==> config.mk <==
export PLATFORM = sky130hd
export DESIGN_NAME = country_vehicle_detector
export DESIGN_NICKNAME = d
export VERILOG_FILES = /design/src/rtl/country_vehicle_detector.sv
export SDC_FILE = /design/constraint.sdc
export NUM_CORES = 1
export LEC_CHECK = 0
export ABC_AREA = 0
export BUFFER_PORTS_ARGS = -buffer_cell sky130_fd_sc_hd__buf_4
export CORE_UTILIZATION = 30
export DETAILED_ROUTE_END_ITERATION = 6
export GPL_TIMING_DRIVEN = 0
export SYNTH_ARGS = -nofsm -noshare
export SYNTH_HDL_FRONTEND = slang
export SYNTH_SLANG_ARGS = --single-unit
==> constraint.sdc <==
create_clock -name clk -period 2 [get_ports clk]
set_clock_uncertainty 0.1 [all_clocks]
set_input_delay 0.1 -clock clk [delete_from_list [all_inputs] [get_ports clk]]
set_output_delay 0.1 -clock clk [all_outputs]
set_load 0.01 [all_outputs]
==> src/rtl/country_vehicle_detector.sv <==
// Country-road vehicle detector: synchronizes and debounces the inductive
// loop, keeps a count of vehicles queued at the stop line, flags a loop that
// stays occupied too long, and raises the registered car-waiting request x.
module country_vehicle_detector #(
  parameter int DEBOUNCE    = 4,
  parameter int STUCK_LIMIT = 64,
  parameter int CNT_W       = 4
) (
  input  logic             clk,
  input  logic             clr_n,
  input  logic             loop_raw,
  input  logic [1:0]       cntry,
  output logic             x,
  output logic [CNT_W-1:0] queue,
  output logic             fault
);

  localparam int DB_W  = $clog2(DEBOUNCE + 1);
  localparam int OCC_W = $clog2(STUCK_LIMIT + 1);

  localparam logic [1:0] IDLE  = 2'd0;
  localparam logic [1:0] OCC   = 2'd1;
  localparam logic [1:0] STUCK = 2'd2;

  localparam logic [1:0] LIGHT_YELLOW = 2'd1;
  localparam logic [1:0] LIGHT_GREEN  = 2'd2;

  logic             sync_1;
  logic             loop_s;
  logic             loop_db;
  logic             loop_db_q;
  logic [DB_W-1:0]  db_cnt;
  logic [1:0]       state;
  logic [1:0]       state_next;
  logic [OCC_W-1:0] occ_cnt;
  logic [OCC_W-1:0] occ_next;
  logic             fault_next;
  logic             rise;
  logic             fall;
  logic             arrive;
  logic             depart;
  logic [CNT_W-1:0] queue_next;

  // Two-flop synchronizer for the asynchronous loop input
  always_ff @(posedge clk or negedge clr_n) begin
    if (!clr_n) begin
      sync_1 <= 1'b0;
      loop_s <= 1'b0;
    end else begin
      sync_1 <= loop_raw;
      loop_s <= sync_1;
    end
  end

  // Debounce: flip loop_db after DEBOUNCE consecutive disagreeing cycles;
  // loop_db_q keeps the previous value for edge detection
  always_ff @(posedge clk or negedge clr_n) begin
    if (!clr_n) begin
      loop_db   <= 1'b0;
      loop_db_q <= 1'b0;
      db_cnt    <= '0;
    end else begin
      loop_db_q <= loop_db;
      if (loop_s != loop_db) begin
        // Toggling on the DEBOUNCE-1 -> DEBOUNCE step so the flip lands on
        // the same edge the count reaches DEBOUNCE.
        if (db_cnt == DB_W'(DEBOUNCE - 1)) begin
          loop_db <= ~loop_db;
          db_cnt  <= '0;
        end else begin
          db_cnt <= db_cnt + DB_W'(1);
        end
      end else begin
        db_cnt <= '0;
      end
    end
  end

  // Occupancy FSM next-state: count occupied cycles and detect a stuck loop
  always_comb begin
    state_next = state;
    occ_next   = occ_cnt;
    case (state)
      IDLE: begin
        if (loop_db) begin
          state_next = OCC;
          occ_next   = OCC_W'(1);
        end
      end
      OCC: begin
        if (!loop_db) begin
          state_next = IDLE;
          occ_next   = '0;
        end else if (occ_cnt == OCC_W'(STUCK_LIMIT - 1)) begin
          state_next = STUCK;
          occ_next   = OCC_W'(STUCK_LIMIT);
        end else begin
          occ_next = occ_cnt + OCC_W'(1);
        end
      end
      STUCK: begin
        if (!loop_db) begin
          state_next = IDLE;
          occ_next   = '0;
        end
      end
      default: begin
        state_next = IDLE;
        occ_next   = '0;
      end
    endcase
    fault_next = (state_next == STUCK);
  end

  // Queue next value: arrivals under non-green, departures under green/yellow
  always_comb begin
    rise       = loop_db & ~loop_db_q;
    fall       = ~loop_db & loop_db_q;
    arrive     = rise & (cntry != LIGHT_GREEN);
    depart     = fall & ((cntry == LIGHT_GREEN) || (cntry == LIGHT_YELLOW));
    queue_next = queue;
    if (arrive && (queue != '1)) begin
      queue_next = queue + CNT_W'(1);
    end else if (depart && (queue != '0)) begin
      queue_next = queue - CNT_W'(1);
    end
  end

  // Registered state, queue and outputs; a stuck loop also requests service
  always_ff @(posedge clk or negedge clr_n) begin
    if (!clr_n) begin
      state   <= IDLE;
      occ_cnt <= '0;
      fault   <= 1'b0;
      queue   <= '0;
      x       <= 1'b0;
    end else begin
      state   <= state_next;
      occ_cnt <= occ_next;
      fault   <= fault_next;
      queue   <= queue_next;
      x       <= (queue_next != '0) | fault_next;
    end
  end

endmodule

==> results_dict.tcl, run 1 <==
set metrics [dict create \
    path_class "flip-flop to flip-flop" \
    peakVddDrop_mv 0.7458 \
    reg2reg_depth 5 \
    reg2reg_to "x" \
    setup_ws_ns -0.02050 \
    die_y_um 63.20 \
    cp_max_fo 4 \
    syn_area_mm2 0.001124 \
    slew_violations 0 \
    drive_above_1_share 0.3150 \
    async_flop_share 1.000 \
    cap_violations 0 \
    fin_crit_sh 1.010 \
    violations "setup timing" \
    worstHoldPathType "primary input to asynchronous set/reset pin" \
    num_vias 874 \
    n_fill_cell 342 \
    ant_nets 0 \
    wl_per_cell_um 13.34 \
    dieArea_mm2 0.003994 \
    end_kind "flip-flop" \
    syn-num-nets 112 \
    tightest_slew_ns 0.6833 \
    multiInputGateArea_um2 613.1 \
    gr-total-overflow 0 \
    wl_um 2307 \
    yosys-top-cells-count "dfrtp_1, a22o_1, nand2_1" \
    arrival_ns 2.06 \
    grt_use_total 0.1202 \
    final_area_mm2 0.001488 \
    finalNetCount 138 \
    routabilityCongestion 0.8887 \
    power_frac_comb 0.431 \
    place_area_mm2 0.001256 \
    fmax_mhz 494.9 \
    required_ns 2.04 \
    sw_frac_of_total 0.3462 \
    synth_edf_count 0 \
    fin_crit_ns 2.020 \
    yosys.area.top_type "dfrtp_1" \
    power.density_mw_per_mm2 1323 \
    grt_pass1_wl_um 3712 \
    worst_skew_pair.late_latency_ns 0.27 \
    yosysMostFrequentCell "dfrtp_1" \
    io_pins 11 \
    clkTransAtPathRegs_ns 0.08 \
    cts_tree "done" \
    ys_ff_latch 22 \
    rsz0062_at_grt "true" \
    start_kind "flip-flop" \
    antenna_found_initial 0 \
    core-area_mm2 0.003468 \
    grt_max_degree 23 \
    port_buffers 10 \
    yosys_warnings 0 \
    holdWs_ns 0.1424 \
    place_hpwl_um 1507 \
    synth-main-ff-cell "dfrtp_1" \
    switchingPower_uw 681.6 \
    synth_top_cell_area_share 0.4900 \
    seq_area_frac_synth 0.4900 \
    clockPowerShare 0.213 \
    drcViolationCount 0 \
    synthToLayoutAreaGrowth_pct 32.41 \
    dr.pass1.iters 4 \
    ys_types 31 \
    root_buffer "clkbuf_8" \
    viasPerCell 5.052 \
    setup_tns_ns -0.02050 \
    timing.rr.start "loop_db_q" \
    p_int_mw 1.287 \
    cts_max_level 1 \
    synth.avg_cell_area_um2 11.02 \
    relSlewSlack 0.5410 \
    seq_power_share 0.356 \
    final_cells 173 \
    power_mw 1.969 \
    regArea_um2 553.0 \
    yosys-top-cells-area "dfrtp_1, a22o_1, ha_1, xnor2_1, nor3b_1" \
    num_antenna_cells 0 \
    dr.first_iter.drc_count 40 \
    cts_buffers 3 \
    placedCellCount 158 \
    grt_pass1_vias 855 \
    netlist_instances 102 \
    hold_violations 0 \
    rows 21 \
    die_w_um 63.20 \
    r2r_slack_ns -0.02 \
    status "finished, violations left" \
    clkSinkCount 22 \
    start_util 0.3240 \
    p_leak_nw 0.6681 \
    clock_path_buffers 2 \
    setup-violations-final 1 \
]
## cell usage in the layout, fill, tap and decap left out, types with 2 or more instances in the layout
cell type	instances
nand2_1	7
xor2_1	3
nor2b_1	3
dfrtp_2	2
inv_2	2
a21oi_1	2
dlygate4sd3_1	2
a22o_1	9
inv_1	2
xnor2_1	5
a221o_1	2
clkbuf_8	3
nand3_1	5
nor3b_4	3
buf_4	20
nor3_1	2
ha_1	4
o21a_1	2
clkbuf_1	2
o21ai_0	5
nor3b_1	3
nand2b_1	2
dfrtp_1	20
## cell families after synthesis
family                   Yosys count  synth area share
adder cells (fa/ha/maj)            5           0.05568
XOR/XNOR                           8           0.06236
multiplexers                       1           0.01002
AND/OR/NAND/NOR                   35            0.1949
AO/OA/AOI/OAI                     24            0.1637
flip-flops                        22            0.4900
buffers and inverters              7           0.02338
## worst max path at each step
| stage | end | start | cells past startpoint | slack [ns] |
|---|---|---|---|---|
| after floorplan | x | queue[0] | 7 | 0.006 |
| after global placement | x | cntry[0] | 8 | -0.20 |
| after detailed placement | x | cntry[0] | 8 | -0.17 |
| after CTS | x | loop_db | 5 | -0.02 |
| after global routing | x | queue[1] | 7 | -0.09 |
| final | x | loop_db_q | 5 | -0.02 |
## critical path: stages, from the launching register on
cell,delay [ns]
dfrtp_1,0.43
nor3b_4,0.29
nand2_1,0.10
and2_0,0.16
a221o_1,0.32
or4_1,0.50
## sequential cells by signal, summed over array words and instances, names as in the netlist
name	flops
db_cnt	3
fault	1
loop_db	1
loop_db_q	1
loop_s	1
occ_cnt	7
queue	4
state	2
sync_1	1
x	1
## power groups by stage
| stage | registers [mW] | logic (mW) | clock network [mW] |
|---|---|---|---|
| after global routing | 0.719 | 0.919 | 0.447 |
| after detailed placement | 0.689 | 0.614 | 0 |
| final | 0.701 | 0.848 | 0.419 |
| after CTS | 0.691 | 0.765 | 0.442 |
| after global placement | 0.681 | 0.583 | 0 |
| after floorplan | 0.676 | 0.422 | 0 |
## metal layers
metal  global-route usage  up-vias  routed length [um]
met5                    0        -                   0
met4              0.05114        0                  36
met3              0.03986        6                  96
met2               0.1841       17                1095
met1               0.1540      430                1079
li1                     -      421                   -
## per-stage QoR
stage               utilization  setup WS, ns
floorplan                     -      0.006139
global placement         0.3622       -0.2015
detailed placement       0.3622       -0.1655
CTS                      0.4174      -0.02169
global route             0.4289      -0.08571
finish                   0.4289      -0.02050
## repair_timing
action | CTS | global route
endpoints found under the hold margin | 23 | 0
gates resized for setup | 10 | 6
setup endpoints to repair | 1 | 1
pin swaps | 4 | 0
cloned | 0 | 0
setup buffers | 7 | 3
hold buffers | 2 | 0
## cell type report
class,instances,area share
buffer,2,0.005046
clock buffer,3,0.02775
clock inverter,1,0.02018
inverter,4,0.01009
multi-input combinational,73,0.4121
sequential,22,0.3717
tap,46,0.03869
timing repair buffer,22,0.1144
No activity file was read; power rests on OpenSTA's default activity.
==> inputs of run 2 (changes only) <==
- CORE_UTILIZATION: 30 -> 50
- CTS_CLUSTER_DIAMETER: unset -> 40
- PLACE_DENSITY: unset -> 0.72
==> run 2 against run 1 <==
The flow still finishes with violations (setup timing). Sequential power decreased by 0.9%. Non-clock buffer count down 2. Count of clock-buffer cells in the layout did not move. Critical endpoint unchanged.
==> results_dict.tcl, run 2 (synthesized netlist as in run 1, its figures left out) <==
set metrics [dict create \
    hold_violations 0 \
    cts_tree "done" \
    violations "setup timing" \
    routabilityCongestion 0.8772 \
    cpPeakStageDelay_ns 0.55 \
    rows 16 \
    layout_common_cells "dfrtp_1, buf_4, a22o_1" \
    dr.pass1.iters 4 \
    fmax_mhz 484.9 \
    arrival_ns 2.15 \
    num_antenna_cells 0 \
    core-area_mm2 0.002042 \
    relSlewSlack 0.4997 \
    wl_um 2351 \
    dr.first_iter.drc_count 27 \
    clkSinkCount 22 \
    power.density_mw_per_mm2 1299 \
    power_mw 1.852 \
    tightest_slew_ns 0.7448 \
    finalCoreUtilization 0.6985 \
    port_buffers 10 \
    end_kind "flip-flop" \
    peakVddDrop_mv 0.8610 \
    reg_top3 "occ_cnt (7), queue (4), db_cnt (3)" \
    wl_met1_um 1134 \
    grt_pass1_vias 889 \
    final_cells 152 \
    cts_max_level 1 \
    p_leak_nw 0.6502 \
    gr-total-overflow 0 \
    cts_buffers 3 \
    io_pins 11 \
    drive_above_1_share 0.2960 \
    setup-violations-final 1 \
    setup_ws_ns -0.06233 \
    ant_nets 0 \
    routed-wl-met3_um 73 \
    reg2reg_depth 5 \
    layout_commonest_cell "dfrtp_1" \
    dieArea_mm2 0.002441 \
    drcViolationCount 0 \
    fin_crit_sh 1.031 \
    critPathLaunch "queue[0]" \
    reg2reg_to "x" \
    largest_reg_flops 7 \
    worst_skew_pair.late_latency_ns 0.31 \
    grt_use_total 0.2227 \
    root_buffer "clkbuf_4" \
    path_class "flip-flop to flip-flop" \
    clock_path_buffers 2 \
    start_util 0.5502 \
    synthToLayoutAreaGrowth_pct 26.95 \
    crit_chain "buf_4 > or4_1 > o22ai_2 > xor2_1 > or4_1" \
    num_vias 880 \
    cp_max_fo 3 \
    grt_max_degree 23 \
    top_layer "met4" \
    placedCellCount 139 \
    required_ns 2.09 \
    die_y_um 49.41 \
    wl_per_cell_um 15.47 \
    place_hpwl_um 1474 \
    finalNetCount 136 \
    critPathCapture "x" \
    cp_slowest_cell "or4_1" \
    status "finished, violations left" \
    fin_crit_ns 2.062 \
    timing.rr.start "queue[0]" \
    start_kind "flip-flop" \
    place_ws_ns -0.1715 \
    crit_top_cell "or4_1" \
    cap_violations 0 \
    rsz0062_at_grt "true" \
    largest-register "occ_cnt" \
    r2r_slack_ns -0.06 \
    slew_violations 0 \
    antenna_found_initial 0 \
    worstHoldPathType "primary input to asynchronous set/reset pin" \
    wl_met2_um 1125 \
    clkTransAtPathRegs_ns 0.12 \
    viasPerCell 5.789 \
    grt_pass1_wl_um 4084 \
    die_w_um 49.41 \
]
run 2: layer usage:
layer	GRT usage	vias to the layer above
met5	0	-
met4	0.02857	0
met3	0.05607	2
met2	0.3858	18
met1	0.2871	439
li1	-	421
run 2: worst min path at each step:
stage	to	slack, ns	cells after the start
floorplan	db_cnt[0]	-0.30	0
detailed placement	occ_cnt[4]	-0.10	1
global placement	occ_cnt[4]	-0.1	1
CTS	occ_cnt[4]	0.10	2
global route	state[0]	0.12	2
finish	occ_cnt[6]	0.1	2
run 2: area by class of cell:
| cell class | instances | area [um2] |
|---|---|---|
| flip-flops and latches | 22 | 553.0 |
| well taps | 27 | 33.78 |
| repair buffers | 20 | 155.1 |
| plain buffers | 2 | 7.507 |
| clock buffers | 3 | 22.52 |
| clock inverters | 1 | 30.03 |
| fillers | 157 | 615.6 |
| inverters | 4 | 15.01 |
| multi-input cells | 73 | 609.3 |
run 2: timing repair:
item | 4_1_cts | 5_1_grt
resized for setup | 14 | 2
pin swaps | 3 | 0
buffers inserted | 7 | 1
setup endpoints to repair | 1 | 1
endpoints found under the hold margin | 23 | 0
hold buffers | 2 | 0
run 2: power by group:
part / total [mW] / switching (mW) / internal, mW
combinational: 0.822 / 0.386 / 0.436
sequential: 0.695 / 0.138 / 0.557
clock: 0.336 / 0.133 / 0.203
run 2: critical path: cells and delay by family, from the launching register on:
family	cells	cell delay, ns
buffers and inverters	1	0.15
and+or+nand+nor	2	1.02
AOI/OAI and AO/OA	1	0.18
DFF	1	0.41
xor gates and xnor gates	1	0.10
run 2: metrics by stage:
| step | TNS (ns) | hold WS [ns] | area (um2) |
|---|---|---|---|
| detailed placement | -0.1715 | -0.1013 | 1232 |
| global placement | -0.1442 | -0.09968 | 1232 |
| finish | -0.06233 | 0.09762 | 1426 |
| CTS | 0 | 0.1008 | 1418 |
| floorplan | 0 | -0.2956 | 1124 |
| global route | -0.1195 | 0.1220 | 1426 |
==> inputs of run 3 (changes only) <==
- BUFFER_PORTS_ARGS: -buffer_cell sky130_fd_sc_hd__buf_4 -> unset
- DONT_BUFFER_PORTS: unset -> 1
- PLACE_DENSITY: 0.72 -> 0.68
==> run 3 against run 2 <==
The run still ends with setup timing left. Critical endpoint unchanged. Final cell count down 8.6%. Critical path depth up 2. Sequential cell count unchanged. Final area down 5.8%. Clock power about the same. Non-clock buffer count down 13. Largest cell class unchanged. Hold slack better by 0.14 ns.
==> results_dict.tcl, run 3 (synthesized netlist as in run 1, its figures left out) <==
set metrics [dict create \
    p_leak_nw 0.5944 \
    synthToLayoutAreaGrowth_pct 19.60 \
    gr-usage-met3 0.06542 \
    seq_power_share 0.419 \
    routabilityCongestion 0.9248 \
    largest-register "occ_cnt" \
    n_fill_cell 174 \
    clkSinkCount 22 \
    slew_violations 0 \
    setup_tns_ns -0.06048 \
    required_ns 2.09 \
    hold_violations 0 \
    grt_pass1_vias 850 \
    drcViolationCount 0 \
    die_y_um 49.41 \
    start_kind "flip-flop" \
    core-area_mm2 0.002042 \
    holdWs_ns 0.2392 \
    p_int_mw 1.105 \
    grt_use_total 0.2128 \
    min_from "loop_raw" \
    rows 16 \
    grt_pass1_wl_um 3919 \
    gr-total-overflow 0 \
    layout_commonest_cell "dfrtp_1" \
    clockPowerShare 0.196 \
    num_antenna_cells 0 \
    largest_reg_flops 7 \
    antenna_found_initial 0 \
    cts_tree "done" \
    setup-violations-final 1 \
    dr.pass1.iters 4 \
    dieArea_mm2 0.002441 \
    cts_max_level 1 \
    wl_per_cell_um 16.09 \
    arrival_ns 2.15 \
    cts_buffers 3 \
    gr-usage-met2 0.3790 \
    power.density_mw_per_mm2 1288 \
    switchingPower_uw 625.8 \
    cp_max_fo 6 \
    root_buffer "clkbuf_4" \
    end_kind "flip-flop" \
    place_area_mm2 0.001157 \
    cap_violations 0 \
    setup_ws_ns -0.06048 \
    relSlewSlack 0.3422 \
    ant_nets 0 \
    fin_crit_sh 1.030 \
    start_util 0.5502 \
    layout_common_cells "dfrtp_1, a22o_1, nand2_1" \
    num_vias 839 \
    met1_usage 0.2570 \
    final_area_mm2 0.001344 \
    fmax_mhz 485.3 \
    io_pins 11 \
    finalNetCount 123 \
    clkTransAtPathRegs_ns 0.12 \
    top_usage_layer "met2" \
    drive_above_1_share 0.2232 \
    regArea_um2 554.3 \
    place_hpwl_um 1461 \
    peakVddDrop_mv 0.7244 \
    clock_path_buffers 2 \
    die_w_um 49.41 \
    critPathLaunch "queue[1]" \
    dr.first_iter.drc_count 8 \
    fin_crit_ns 2.060 \
    path_class "flip-flop to flip-flop" \
    grt_max_degree 23 \
    worstHoldPathType "primary input to flip-flop" \
    multiInputGateArea_um2 604.3 \
    port_buffers 0 \
    rsz0062_at_grt "true" \
    power_frac_comb 0.385 \
    wl_um 2237 \
    violations "setup timing" \
    reg_top3 "occ_cnt (7), queue (4), db_cnt (3)" \
    status "finished, violations left" \
    timing.rr.start "queue[1]" \
    sw_frac_of_total 0.3616 \
    tightest_slew_ns 0.9835 \
    viasPerCell 6.036 \
    worst_skew_pair.late_latency_ns 0.31 \
    finalCoreUtilization 0.6581 \
]
run 3: cell count changes in the layout (fill, tap and decap cells not counted), sizes merged:
cell	change
clkbuf	+1
buf	-14
run 3: critical path, cell delays in order, from the launching register on:
cell	delay, ns
dfrtp_2	0.50
inv_2	0.11
ha_4	0.13
nor3b_4	0.22
nand2b_4	0.18
o22ai_2	0.08
xor2_1	0.15
or4_1	0.47
run 3: layer usage:
metal,vias up,part of all wire
met5,-,0
met4,0,0.0018
met3,2,0.042
met2,20,0.52
met1,424,0.43
li1,393,-
run 3: per-stage QoR:
step,setup slack [ns],power [mW],instances
2_1_floorplan,0.006139,1.098,102
3_3_place_gp,-0.1595,1.202,129
3_5_place_dp,-0.2108,1.224,129
4_1_cts,-0.04587,1.695,139
5_1_grt,-0.1311,1.853,139
6_report,-0.06048,1.730,139
run 3: final timing paths:
kind	to	slack (ns)	cells after the start
min	sync_1	0.24	1
max	x	-0.06	7
min in group asynchronous	occ_cnt[2]	0.28	1
min reg2reg	loop_s	0.28	0
max in group asynchronous	loop_db	0.86	1
max reg2reg	x	-0.06	7
run 3: area by class of cell:
cell class	instances	area share
multi-input combinational	73	0.4497
sequential	22	0.4125
timing repair buffer	6	0.04655
tap	27	0.02514
clock inverter	1	0.02235
clock buffer	3	0.01676
buffer	3	0.01583
inverter	4	0.01117
run 3: what timing repair did:
item,in CTS,in global routing
buffers inserted,4,0
hold buffers,2,0
pin swaps,1,0
gates cloned,0,0
resized for setup,16,2
endpoints found under the setup margin,1,1
hold endpoints to repair,23,0
run 3: power by group through the flow:
stage,Combinational [mW],Sequential (mW),Clock [mW]
detailed placement,0.512,0.712,0
global route,0.738,0.747,0.367
floorplan,0.422,0.676,0
finish,0.667,0.725,0.339
global placement,0.493,0.709,0
CTS,0.629,0.721,0.345
